===== config.mk =====
export PLATFORM = sky130hd
export DESIGN_NAME = vlb_miss_ctl
export DESIGN_NICKNAME = d
export VERILOG_FILES = /design/src/rtl/vlb_miss_ctl.sv
export SDC_FILE = /design/constraint.sdc
export NUM_CORES = 1
export LEC_CHECK = 0
export ABC_CLOCK_PERIOD_IN_PS = 5830
export CAP_MARGIN = 20
export CELL_PAD_IN_SITES_DETAIL_PLACEMENT = 1
export CELL_PAD_IN_SITES_GLOBAL_PLACEMENT = 1
export CORE_UTILIZATION = 48
export DETAILED_ROUTE_END_ITERATION = 10
export PLACE_DENSITY_LB_ADDON = 0.1
export SLEW_MARGIN = 20
export SYNTH_ARGS = -nofsm -noshare
export SYNTH_HDL_FRONTEND = slang
export SYNTH_SLANG_ARGS = --single-unit

===== constraint.sdc =====
create_clock -name clock -period 5.83 [get_ports clock]
set_input_delay 0.8745 -clock clock [delete_from_list [all_inputs] [get_ports clock]]
set_output_delay 0.8745 -clock clock [all_outputs]
set_load 0.005 [all_outputs]

===== src/rtl/vlb_miss_ctl.sv =====
// vlb_miss_ctl: tracks up to N outstanding VLB misses, issues them to the FST and returns results.
// Optional build macro VLB_MISS_MERGE_EN merges a miss into a live entry with the same VPN.
module vlb_miss_ctl #(
  parameter int unsigned N      = 4,
  parameter int unsigned IDX_W  = $clog2(N),
  parameter int unsigned VPN_W  = 52,
  parameter int unsigned MPN_W  = 52,
  parameter int unsigned ATTR_W = 4
) (
  input  logic              clock,
  input  logic              reset,
  input  logic              miss_i_valid,
  output logic              miss_i_ready,
  input  logic [VPN_W-1:0]  miss_i_vpn,
  output logic              done_o_valid,
  input  logic              done_o_ready,
  output logic [VPN_W-1:0]  done_o_vpn,
  output logic              done_o_err,
  output logic [MPN_W-1:0]  done_o_mpn,
  output logic [ATTR_W-1:0] done_o_attr,
  input  logic              flush_i,
  output logic              vlb_req_o_valid,
  output logic [IDX_W-1:0]  vlb_req_o_bits_idx,
  output logic [VPN_W-1:0]  vlb_req_o_bits_vpn,
  output logic              vlb_req_o_bits_kill,
  input  logic              vlb_resp_i_valid,
  input  logic [IDX_W-1:0]  vlb_resp_i_bits_idx,
  input  logic              vlb_resp_i_bits_vld,
  input  logic              vlb_resp_i_bits_err,
  input  logic [MPN_W-1:0]  vlb_resp_i_bits_mpn,
  input  logic [ATTR_W-1:0] vlb_resp_i_bits_attr,
  input  logic              vlb_fill_i_valid,
  input  logic [IDX_W-1:0]  vlb_fill_i_bits_idx,
  input  logic              vlb_fill_i_bits_vld,
  input  logic              vlb_fill_i_bits_err,
  input  logic [MPN_W-1:0]  vlb_fill_i_bits_mpn,
  input  logic [ATTR_W-1:0] vlb_fill_i_bits_attr,
  output logic              vlb_kill_o,
  input  logic              vlb_busy_i
);

  localparam logic [2:0] S_IDLE = 3'd0;
  localparam logic [2:0] S_PEND = 3'd1;
  localparam logic [2:0] S_SENT = 3'd2;
  localparam logic [2:0] S_WAIT = 3'd3;
  localparam logic [2:0] S_DONE = 3'd4;

  logic [2:0]        st_q   [N];
  logic [VPN_W-1:0]  vpn_q  [N];
  logic              err_q  [N];
  logic [MPN_W-1:0]  mpn_q  [N];
  logic [ATTR_W-1:0] attr_q [N];

  logic             kill_q, drain_q, lock_q;
  logic [IDX_W-1:0] lock_idx_q;
  logic             any_idle, any_pend, any_done;
  logic [IDX_W-1:0] idle_idx, pend_idx, first_done_idx, done_idx;
  logic             accept_ok, alloc_en, issue_en, done_fire;

`ifdef VLB_MISS_MERGE_EN
  logic [2:0]       cnt_q [N];
  logic             hit;
  logic [IDX_W-1:0] hit_idx;
`endif

  always_comb begin
    any_idle       = 1'b0;
    any_pend       = 1'b0;
    any_done       = 1'b0;
    idle_idx       = '0;
    pend_idx       = '0;
    first_done_idx = '0;
`ifdef VLB_MISS_MERGE_EN
    hit            = 1'b0;
    hit_idx        = '0;
`endif
    for (int unsigned i = 0; i < N; i++) begin
      if (!any_idle && st_q[i] == S_IDLE) begin
        any_idle = 1'b1;
        idle_idx = i[IDX_W-1:0];
      end
      if (!any_pend && st_q[i] == S_PEND) begin
        any_pend = 1'b1;
        pend_idx = i[IDX_W-1:0];
      end
      if (!any_done && st_q[i] == S_DONE) begin
        any_done       = 1'b1;
        first_done_idx = i[IDX_W-1:0];
      end
`ifdef VLB_MISS_MERGE_EN
      if (!hit && vpn_q[i] == miss_i_vpn &&
          (st_q[i] == S_PEND || st_q[i] == S_SENT || st_q[i] == S_WAIT)) begin
        hit     = 1'b1;
        hit_idx = i[IDX_W-1:0];
      end
`endif
    end
  end

  assign accept_ok = !reset && !flush_i && !drain_q;
`ifdef VLB_MISS_MERGE_EN
  assign miss_i_ready = accept_ok && (hit ? (cnt_q[hit_idx] != 3'd7) : any_idle);
  assign alloc_en     = miss_i_valid && miss_i_ready && !hit;
`else
  assign miss_i_ready = accept_ok && any_idle;
  assign alloc_en     = miss_i_valid && miss_i_ready;
`endif

  assign issue_en            = !reset && any_pend && !vlb_busy_i && !flush_i && !drain_q;
  assign vlb_req_o_valid     = issue_en;
  assign vlb_req_o_bits_idx  = issue_en ? pend_idx : '0;
  assign vlb_req_o_bits_vpn  = issue_en ? vpn_q[pend_idx] : '0;
  assign vlb_req_o_bits_kill = 1'b0;
  assign vlb_kill_o          = kill_q;

  // Once presented, the selected entry stays locked until consumed so a lower
  // index completing later cannot change done_o_* mid-handshake.
  assign done_idx     = lock_q ? lock_idx_q : first_done_idx;
  assign done_o_valid = !reset && (st_q[done_idx] == S_DONE);
  assign done_fire    = done_o_valid && done_o_ready;
  assign done_o_vpn   = done_o_valid ? vpn_q[done_idx]  : '0;
  assign done_o_err   = done_o_valid ? err_q[done_idx]  : 1'b0;
  assign done_o_mpn   = done_o_valid ? mpn_q[done_idx]  : '0;
  assign done_o_attr  = done_o_valid ? attr_q[done_idx] : '0;

  always_ff @(posedge clock) begin
    if (reset) begin
      kill_q     <= 1'b0;
      drain_q    <= 1'b0;
      lock_q     <= 1'b0;
      lock_idx_q <= '0;
      for (int unsigned i = 0; i < N; i++) begin
        st_q[i]   <= S_IDLE;
        vpn_q[i]  <= '0;
        err_q[i]  <= 1'b0;
        mpn_q[i]  <= '0;
        attr_q[i] <= '0;
`ifdef VLB_MISS_MERGE_EN
        cnt_q[i]  <= '0;
`endif
      end
    end else begin
      kill_q <= flush_i;
      // Drain cannot end in the kill cycle; it waits for the FST to report idle afterwards.
      if (flush_i)
        drain_q <= 1'b1;
      else if (drain_q && !kill_q && !vlb_busy_i)
        drain_q <= 1'b0;

      if (flush_i || done_fire)
        lock_q <= 1'b0;
      else if (done_o_valid) begin
        lock_q     <= 1'b1;
        lock_idx_q <= done_idx;
      end

      for (int unsigned i = 0; i < N; i++) begin
        if (flush_i) begin
          st_q[i] <= S_IDLE;
`ifdef VLB_MISS_MERGE_EN
          cnt_q[i] <= '0;
`endif
        end else begin
          case (st_q[i])
            S_IDLE: if (alloc_en && idle_idx == i[IDX_W-1:0]) begin
              st_q[i]  <= S_PEND;
              vpn_q[i] <= miss_i_vpn;
`ifdef VLB_MISS_MERGE_EN
              cnt_q[i] <= '0;
`endif
            end
            S_PEND: if (issue_en && pend_idx == i[IDX_W-1:0]) st_q[i] <= S_SENT;
            S_SENT, S_WAIT: begin
              if (vlb_fill_i_valid && vlb_fill_i_bits_idx == i[IDX_W-1:0]) begin
                st_q[i]   <= S_DONE;
                err_q[i]  <= vlb_fill_i_bits_err;
                mpn_q[i]  <= vlb_fill_i_bits_mpn;
                attr_q[i] <= vlb_fill_i_bits_attr;
              end else if (vlb_resp_i_valid && vlb_resp_i_bits_idx == i[IDX_W-1:0]) begin
                if (vlb_resp_i_bits_vld) begin
                  st_q[i]   <= S_DONE;
                  err_q[i]  <= vlb_resp_i_bits_err;
                  mpn_q[i]  <= vlb_resp_i_bits_mpn;
                  attr_q[i] <= vlb_resp_i_bits_attr;
                end else begin
                  st_q[i] <= S_WAIT;
                end
              end
            end
            S_DONE: if (done_fire && done_idx == i[IDX_W-1:0]) begin
`ifdef VLB_MISS_MERGE_EN
              if (cnt_q[i] != 3'd0) cnt_q[i] <= cnt_q[i] - 3'd1;
              else                  st_q[i]  <= S_IDLE;
`else
              st_q[i] <= S_IDLE;
`endif
            end
            default: st_q[i] <= S_IDLE;
          endcase
`ifdef VLB_MISS_MERGE_EN
          if (miss_i_valid && miss_i_ready && hit && hit_idx == i[IDX_W-1:0])
            cnt_q[i] <= cnt_q[i] + 3'd1;
`endif
        end
      end
    end
  end

  resp_fill_clash: assert property (@(posedge clock) disable iff (reset)
    !(vlb_resp_i_valid && vlb_resp_i_bits_vld && vlb_fill_i_valid &&
      vlb_resp_i_bits_idx == vlb_fill_i_bits_idx));

endmodule


==> flow_summary.yaml, run 1 <==
sta:
  setup_violations: 0
  drv_slew: 0
  timing.hold.ws_ns: 0.533
  grt_setup_unrepaired: "no"
  slew_headroom_pct: 33.3
  hold_violations: 0
  min_period_ns: 5.38
  max_freq_ghz: 0.186
  final.setup_skew_ns: 0.0197
  tightest_slew_ns: 1.00
  tns_ns: 0
  min_period_over_period_pct: 92.4
logic_synthesis:
  ys_seq_area_share_pct: 60.7
  ys_ff_latch: 453
  yosysWarnings: 0
  async_reset_ff_share_pct: 0
  synth_cells: 1720
  ys_top_cells_by_area: "edfxtp_1, mux2i_1, a22o_1"
  synth_top_cell_area_share_pct: 60.3
  yosys_most_used_dff: "edfxtp_1"
  syn_area_um2: 22300
  yosysTopAreaCell: "edfxtp_1"
  synth.distinct_cells: 55
  synth_edf_count: 448
  syn_nets: 1900
  syn_avg_cell_area_um2: 13.0
grt:
  grt_pass1_vias: 17604
  antenna_found_initial: 20
  grt_util_all_layers_pct: 29.2
  grt_max_degree: 89
  grt_pass1_wl_mm: 104
  grt_overflow: 0
layout:
  syn_to_final_growth_pct: 25.3
  layout-drive-gt1-share_pct: 6.67
  final_common_cell: "edfxtp_1"
  nNetsFinal: 2184
  post-route-cell-area_um2: 28000
  layout_common_cells: "edfxtp_1, clkdlybuf4s50_1, a22o_1"
die:
  rows: 78
  fp.dieH_um: 218
  die_area_um2: 47400
  core_um2: 45600
  ioPinCount: 348
  start_util_pct: 49.0
  die_w_um: 218
clocking:
  cts_setup_buffers: 0
  root_buffer: "clkbuf_16"
  cts_buffers: 49
  numClockSinks: 453
  cts.htree.levels: 2
  clkLatencyLatePin_ns: 0.59
  cts_hold_buf: 0
  tritoncts: "yes"
  ctsLongestPathBuffers: 3
  cts.clk_slew.worst_paths_ns: 0.06
worst_setup_path:
  crit_fanout: 67
  crit_buf_inv: 2
  required_ns: 4.96
  start_kind: "flop"
  crit_path_top_delay_cell: "a2111oi_4"
  critPathTopFamily: "simple AND/OR/NAND/NOR gates"
  end_kind: "output port"
  slowest_delay_ns: 0.69
  crit_chain: "nor3b_1, nor2b_1, a2111oi_4, nand2_4, buf_12, o22ai_1, clkdlybuf4s50_1"
  cp_data_arrival_time_ns: 4.51
  critical_path_class: "flop to output port"
place:
  dp_hpwl_mm: 41.5
  gp_congestion: 0.823
  numPortBuffers: 345
  place_area_um2: 26500
route:
  drc: 0
  drtIter0Drc: 1030
  routed_wl_mm: 70.4
  highest_layer: "met5"
  wl_met2_mm: 36.5
  met1_length_mm: 27.4
  ant_nets: 0
  num_vias: 16385
  met3WireLength_mm: 4.63
  drt_first_pass_iters: 5
  wl_per_cell_um: 26.6
  vias_per_cell: 6.18
worst_hold_path:
  hold_class: "flop to flop"
power_and_ir_drop:
  total_power_mw: 7.69
  ir_drop_uv: 219
  cellLeakagePower_nw: 9.72
  p_per_area_nw_per_um2: 275
run_status:
  outcome: "completed"
job:
  maxCapViolCount: 0
per-layer routing:
metal | global-route usage [%] | up-vias
met2 | 52.5 | 467
met5 | 0 | -
met4 | 10.0 | 18
li1 | - | 7369
met3 | 6.74 | 120
met1 | 34.1 | 8411
sequential cells by signal (all words and copies together), names as in the netlist:
register and count:
attr_q 16, drain_q 1, err_q 4, lock_idx_q 2, lock_q 1, mpn_q 208, st_q 12, vlb_kill_o 1
vpn_q 208
through the flow:
stage	instances	util, %	worst slack (ns)
4_1_cts	2639	61.3	0.188
3_3_place_gp	2553	58.1	0.863
3_5_place_dp	2553	58.1	0.820
5_1_grt	2648	61.3	0.222
2_1_floorplan	1720	-	1.83
6_report	2650	61.3	0.446
cells in the mapped netlist, types with 3 or more instances:
| library cell | number |
|---|---|
| buf_2 | 32 |
| edfxtp_1 | 448 |
| a21oi_1 | 9 |
| a22o_1 | 228 |
| nand3_1 | 6 |
| nor2_1 | 116 |
| mux2i_1 | 219 |
| buf_1 | 18 |
| and2_1 | 208 |
| nand4_1 | 4 |
| nand2b_1 | 5 |
| nand3b_1 | 3 |
| nand2_1 | 9 |
| or4b_2 | 3 |
| or3b_2 | 4 |
| and3_1 | 3 |
| nor3b_1 | 6 |
| or3_1 | 8 |
| nor3_1 | 7 |
| or2_2 | 8 |
| a311oi_1 | 3 |
| inv_1 | 4 |
| nor4_1 | 52 |
| dfxtp_1 | 5 |
| clkbuf_1 | 101 |
| nor4b_1 | 6 |
| nor2b_1 | 6 |
| o22ai_1 | 161 |
| o21ai_0 | 9 |
final timing paths:
kind              slack (ns)       endpoint  startpoint  cells past startpoint
setup / recovery        0.45  done_o_vpn[3]  st_q[3][1]                      7
hold / removal          0.53        drain_q     drain_q                      2
setup reg to reg        2.74     st_q[2][0]  st_q[2][2]                      6
hold reg to reg         0.53        drain_q     drain_q                      2
repair_timing:
action                                  in CTS  in global routing
endpoints found under the hold margin        0                  0
resized for setup                            0                  1
endpoints found under the setup margin       0                  3
power by group:
part / switching (mW) / internal, mW
logic: 0.546 / 0.440
clock network: 1.24 / 1.68
registers: 0.0637 / 3.71
total: 1.85 / 5.84
area by class of cell:
cell class | count | area (um^2)
Antenna cell | 11 | 27.5
Clock buffer | 71 | 1350
Clock inverter | 15 | 118
Fill cell | 4417 | 17600
Inverter | 4 | 15.0
Multi-Input combinational cell | 1110 | 8260
Sequential cell | 453 | 13600
Tap cell | 600 | 751
Timing Repair Buffer | 386 | 3890
worst min-delay path, delay by kind of cell (launching register included):
kind               cells  cell delay (ns)
DFF                    1             0.34
AOI/OAI and AO/OA      2             0.15
cell families (layout without fill, tap and decap cells):
kind of cell	Yosys count	in the layout	share of synthesized area, %
compound gates	424	424	14.6
other cells	1	12	0.0168
simple gates	466	466	12.0
buf+inv	157	476	2.87
mux	219	219	9.82
flops	453	453	60.7
Power figures use the tool's default switching activity.
==> run 2: changes to the inputs <==
--- a/config.mk
+++ b/config.mk
@@ -10,8 +10,10 @@
 export CELL_PAD_IN_SITES_DETAIL_PLACEMENT = 1
 export CELL_PAD_IN_SITES_GLOBAL_PLACEMENT = 1
 export CORE_UTILIZATION = 48
+export CTS_CLUSTER_DIAMETER = 40
 export DETAILED_ROUTE_END_ITERATION = 10
 export PLACE_DENSITY_LB_ADDON = 0.1
+export SKIP_LAST_GASP = 1
 export SLEW_MARGIN = 20
 export SYNTH_ARGS = -nofsm -noshare
 export SYNTH_HDL_FRONTEND = slang
==> constraint.sdc (replaced) <==
create_clock -name clock -period 5.83 [get_ports clock]
set_input_delay 1.749 -clock clock [delete_from_list [all_inputs] [get_ports clock]]
set_output_delay 1.749 -clock clock [all_outputs]
set_load 0.005 [all_outputs]
==> flow_summary.yaml, run 2 (synthesis gave the netlist of run 1 again) <==
run_status:
  outcome: "complete, but fails checks"
  violations: "setup timing"
worst_setup_path:
  slowest_delay_ns: 0.42
  crit_fanout: 7
  crit_start: "reset"
  required_ns: 4.08
  r2r_end: "st_q[2][1]"
  r2r-start: "st_q[2][2]"
  cp_data_arrival_time_ns: 4.11
  critical_path_class: "input pin to output port"
  worstRegToRegCells: 6
  crit_chain: "clkdlybuf4s50_1, or2_4, or3_4, or2_4, buf_4, bufbuf_16, nor4_2, dlygate4sd2_1"
  rrSetupSlack_ns: 2.72
  crit_path_top_delay_cell: "clkdlybuf4s50_1"
  end_kind: "output port"
  start_kind: "input pin"
  crit_top_cell: "or2_4"
sta:
  tns_ns: -0.0312
  final.setup_skew_ns: 0.0205
  timing.hold.ws_ns: 0.605
  hold_violations: 0
  drv_slew: 0
  min_period_over_period_pct: 101
  max_freq_ghz: 0.171
  setup_violations: 1
  setup_ws_ns: -0.0312
  tightest_slew_ns: 0.937
  grt_setup_unrepaired: "yes"
  min_period_ns: 5.86
  slew_headroom_pct: 37.4
route:
  routed_wl_mm: 75.7
  ant_nets: 0
  num_vias: 17015
  vias_per_cell: 6.24
  drt_first_pass_iters: 7
  wl_per_cell_um: 27.7
  drc: 0
  drtIter0Drc: 1156
worst_hold_path:
  hold_class: "flop to flop"
  min_from: "lock_idx_q[1]"
  min_to: "lock_idx_q[1]"
  worstHoldPathCells: 2
clocking:
  root_buffer: "clkbuf_16"
  cts_hold_buf: 0
  cts_buffers: 68
  tritoncts: "yes"
  numClockSinks: 453
  cts.clk_slew.worst_paths_ns: 0.05
  ctsLongestPathBuffers: 3
  cts.htree.levels: 3
  clkLatencyLatePin_ns: 0.58
layout:
  layout-drive-gt1-share_pct: 14.2
  fillers: 4274
  layout_common_cells: "edfxtp_1, clkdlybuf4s50_1, a22o_1"
  utilization_pct: 65.4
  syn_to_final_growth_pct: 33.5
  top_regs: "mpn_q: 208 flops, vpn_q: 208 flops, attr_q: 16 flops"
  final_common_cell: "edfxtp_1"
  nNetsFinal: 2248
die:
  ioPinCount: 348
  fp.dieH_um: 218
  core_um2: 45600
  die_w_um: 218
  start_util_pct: 49.0
  rows: 78
  die_area_um2: 47400
place:
  dp_hpwl_mm: 41.9
  numPortBuffers: 345
  gp_congestion: 0.835
  pre_cts_ws_ns: -0.408
grt:
  grt_overflow: 0
  grt_pass1_vias: 18245
  antenna_found_initial: 15
  grt_max_degree: 65
  grt_util_all_layers_pct: 30.8
  grt_pass1_wl_mm: 109
power_and_ir_drop:
  total_power_mw: 8.94
  p_per_area_nw_per_um2: 300
  ir_drop_uv: 216
  cellLeakagePower_nw: 10.9
job:
  maxCapViolCount: 0
==> run 2: changes by cell type in the layout (fill, tap and decap cells not counted), moves of 12 or more <==
cell	delta
buf_12	+12
buf_4	+23
clkbuf_1	-18
clkbuf_16	+21
clkdlybuf4s50_1	-65
dlygate4sd2_1	+37
dlymetal6s2s_1	+14
nor4_1	-36
nor4_2	+23
nor4_4	+13
o22ai_1	-19
o22ai_2	+19
==> run 2: repair_timing <==
item / 4_1_cts / 5_1_grt
setup endpoints to repair: 67 / 70
gates cloned: 3 / 5
pin swaps: 5 / 5
gates resized for setup: 100 / 74
buffers inserted: 12 / 2
==> run 2: worst max path at each step <==
stage	to	slack (ns)	cells past startpoint
2_1_floorplan	vlb_req_o_bits_vpn[10]	0.40	8
3_3_place_gp	vlb_req_o_bits_vpn[23]	-0.31	8
3_5_place_dp	vlb_req_o_bits_vpn[49]	-0.41	8
4_1_cts	vlb_req_o_bits_vpn[5]	-0.15	10
5_1_grt	vlb_req_o_bits_vpn[2]	-0.12	8
6_report	vlb_req_o_bits_vpn[14]	-0.03	8
==> run 2: per-stage QoR <==
step,instance area (um^2),cells
floorplan,22300,1720
global route,29800,2724
global placement,26700,2576
CTS,29400,2711
finish,29800,2728
detailed placement,26700,2576
==> run 2: area by class of cell <==
class                      instances  area [um^2]  share of cell area, %
sequential                       453        13600                   45.5
tap                              600          751                   2.52
timing repair buffer             431         4470                   15.0
multi-input combinational       1110         8740                   29.3
clock inverter                    49          518                   1.74
clock buffer                      71         1730                   5.82
antenna                           10         25.0                 0.0840
inverter                           4         15.0                 0.0504
==> run 2: per-layer routing <==
layer  vias to the layer above  track usage (%)  share of wire, %
li1                       7517                -                 -
met2                       623             55.4                52
met1                      8705             34.9                38
met4                        10             13.0               3.4
met3                       160             6.81               6.5
met5                         -                0              0.10
==> run 2: power by group <==
group | switching, mW | total (mW) | internal, mW
sequential | 0.0668 | 3.78 | 3.71
clock | 1.54 | 4.07 | 2.53
combinational | 0.602 | 1.09 | 0.483
total | 2.21 | 8.94 | 6.73
==> run 2: critical path, delay by kind of cell <==
kind / cells / cell delay (ns)
buffers and inverters: 4 / 1.17
AND/OR/NAND/NOR: 4 / 1.20
==> run 3: changes to the inputs <==
--- a/config.mk
+++ b/config.mk
@@ -9,9 +9,10 @@
 export CAP_MARGIN = 20
 export CELL_PAD_IN_SITES_DETAIL_PLACEMENT = 1
 export CELL_PAD_IN_SITES_GLOBAL_PLACEMENT = 1
-export CORE_UTILIZATION = 48
+export CORE_UTILIZATION = 55
 export CTS_CLUSTER_DIAMETER = 40
 export DETAILED_ROUTE_END_ITERATION = 10
+export DONT_BUFFER_PORTS = 1
 export PLACE_DENSITY_LB_ADDON = 0.1
 export SKIP_LAST_GASP = 1
 export SLEW_MARGIN = 20
==> flow_summary.yaml, run 3 (synthesis gave the netlist of run 1 again) <==
clocking:
  ctsResizeCount: 0
  clkLatencyLatePin_ns: 0.60
  cts_setup_buffers: 0
  root_buffer: "clkbuf_16"
  numClockSinks: 453
  cts_hold_buf: 0
  cts_buffers: 59
  cts.clk_slew.worst_paths_ns: 0.05
  tritoncts: "yes"
  cts.htree.levels: 2
  ctsLongestPathBuffers: 3
worst_setup_path:
  slowest_delay_ns: 0.67
  crit_top_cell: "or2_2"
  start_kind: "input pin"
  crit_fanout: 34
  end_kind: "output port"
  rrSetupSlack_ns: 2.51
  critical_path_class: "input pin to output port"
  crit_path_top_delay_cell: "nor4_1"
  required_ns: 4.08
  cp_data_arrival_time_ns: 3.72
  crit_chain: "or2_2, or3_1, or2_2, buf_4, nor4_1"
  worstRegToRegCells: 5
die:
  core_um2: 39900
  die_area_um2: 41400
  start_util_pct: 55.9
  die_w_um: 203
  rows: 73
  ioPinCount: 348
  fp.dieH_um: 203
sta:
  tightest_slew_ns: 1.06
  timing.hold.ws_ns: 0.544
  max_freq_ghz: 0.183
  min_period_ns: 5.47
  grt_setup_unrepaired: "no"
  drv_slew: 0
  tns_ns: 0
  hold_violations: 0
  min_period_over_period_pct: 93.8
  setup_violations: 0
  slew_headroom_pct: 29.4
  final.setup_skew_ns: 0.0227
worst_hold_path:
  worstHoldPathCells: 2
  hold_class: "flop to flop"
job:
  maxCapViolCount: 0
power_and_ir_drop:
  ir_drop_uv: 275
  p_per_area_nw_per_um2: 327
  cellLeakagePower_nw: 8.70
place:
  gp_congestion: 0.785
  numPortBuffers: 0
  dp_hpwl_mm: 38.2
route:
  wl_per_cell_um: 29.5
  drtIter0Drc: 863
  ant_nets: 0
  vias_per_cell: 6.80
  num_vias: 15257
  routed_wl_mm: 66.2
  drt_first_pass_iters: 5
  drc: 0
layout:
  final_common_cell: "edfxtp_1"
  layout-drive-gt1-share_pct: 10.2
  layout_common_cells: "edfxtp_1, a22o_1, mux2i_1"
  nNetsFinal: 1851
  top_regs: "mpn_q: 208 flops, vpn_q: 208 flops, attr_q: 16 flops"
  syn_to_final_growth_pct: 11.6
grt:
  grt_pass1_vias: 16524
  grt_util_all_layers_pct: 31.4
  grt_max_degree: 98
  grt_overflow: 0
  grt_pass1_wl_mm: 97.4
  antenna_found_initial: 3
run_status:
  outcome: "completed"
-- run 3: layout make-up --
cell class	instances	area, um^2
Sequential cell	453	13600
Tap cell	525	657
Inverter	4	15.0
Antenna cell	2	5.00
Clock buffer	63	1490
Multi-Input combinational cell	1110	8250
Fill cell	3741	15000
Timing Repair Buffer	43	435
Clock inverter	45	503
-- run 3: worst paths after layout --
check / startpoint / end
min: drain_q / drain_q
max: flush_i / vlb_req_o_bits_vpn[32]
max reg2reg: st_q[0][2] / mpn_q[0][35]
min reg2reg: drain_q / drain_q
-- run 3: power by group --
part | switching (mW) | internal [mW] | total [mW] | leakage [nW]
Combinational | 0.451 | 0.235 | 0.686 | 3.04
Clock | 1.41 | 2.26 | 3.67 | 0.967
Sequential | 0.0655 | 3.71 | 3.78 | 4.70
-- run 3: per-stage QoR --
step	utilization, %	cells	instance area [um^2]	setup WS [ns]	power, mW
final	62.4	2245	24900	0.362	8.14
after global routing	62.4	2245	24900	0.177	8.34
after CTS	62.4	2243	24900	0.404	8.18
after detailed placement	57.4	2135	22900	0.406	4.53
after global placement	57.4	2135	22900	0.433	4.50
after floorplan	-	1720	22300	0.400	4.30
-- run 3: critical path, delay by kind of cell --
kind,cells,cell delay (ns)
AND/OR/NAND/NOR,4,1.65
buffers and inverters,1,0.28
-- run 3: metal layers --
metal / routed length, um / vias to the layer above / GRT usage (%)
met5: 0 / - / 0
met4: 1990 / 0 / 13.1
met3: 6150 / 132 / 9.92
met2: 34200 / 624 / 56.4
met1: 23800 / 7810 / 34.1
li1: - / 6691 / -
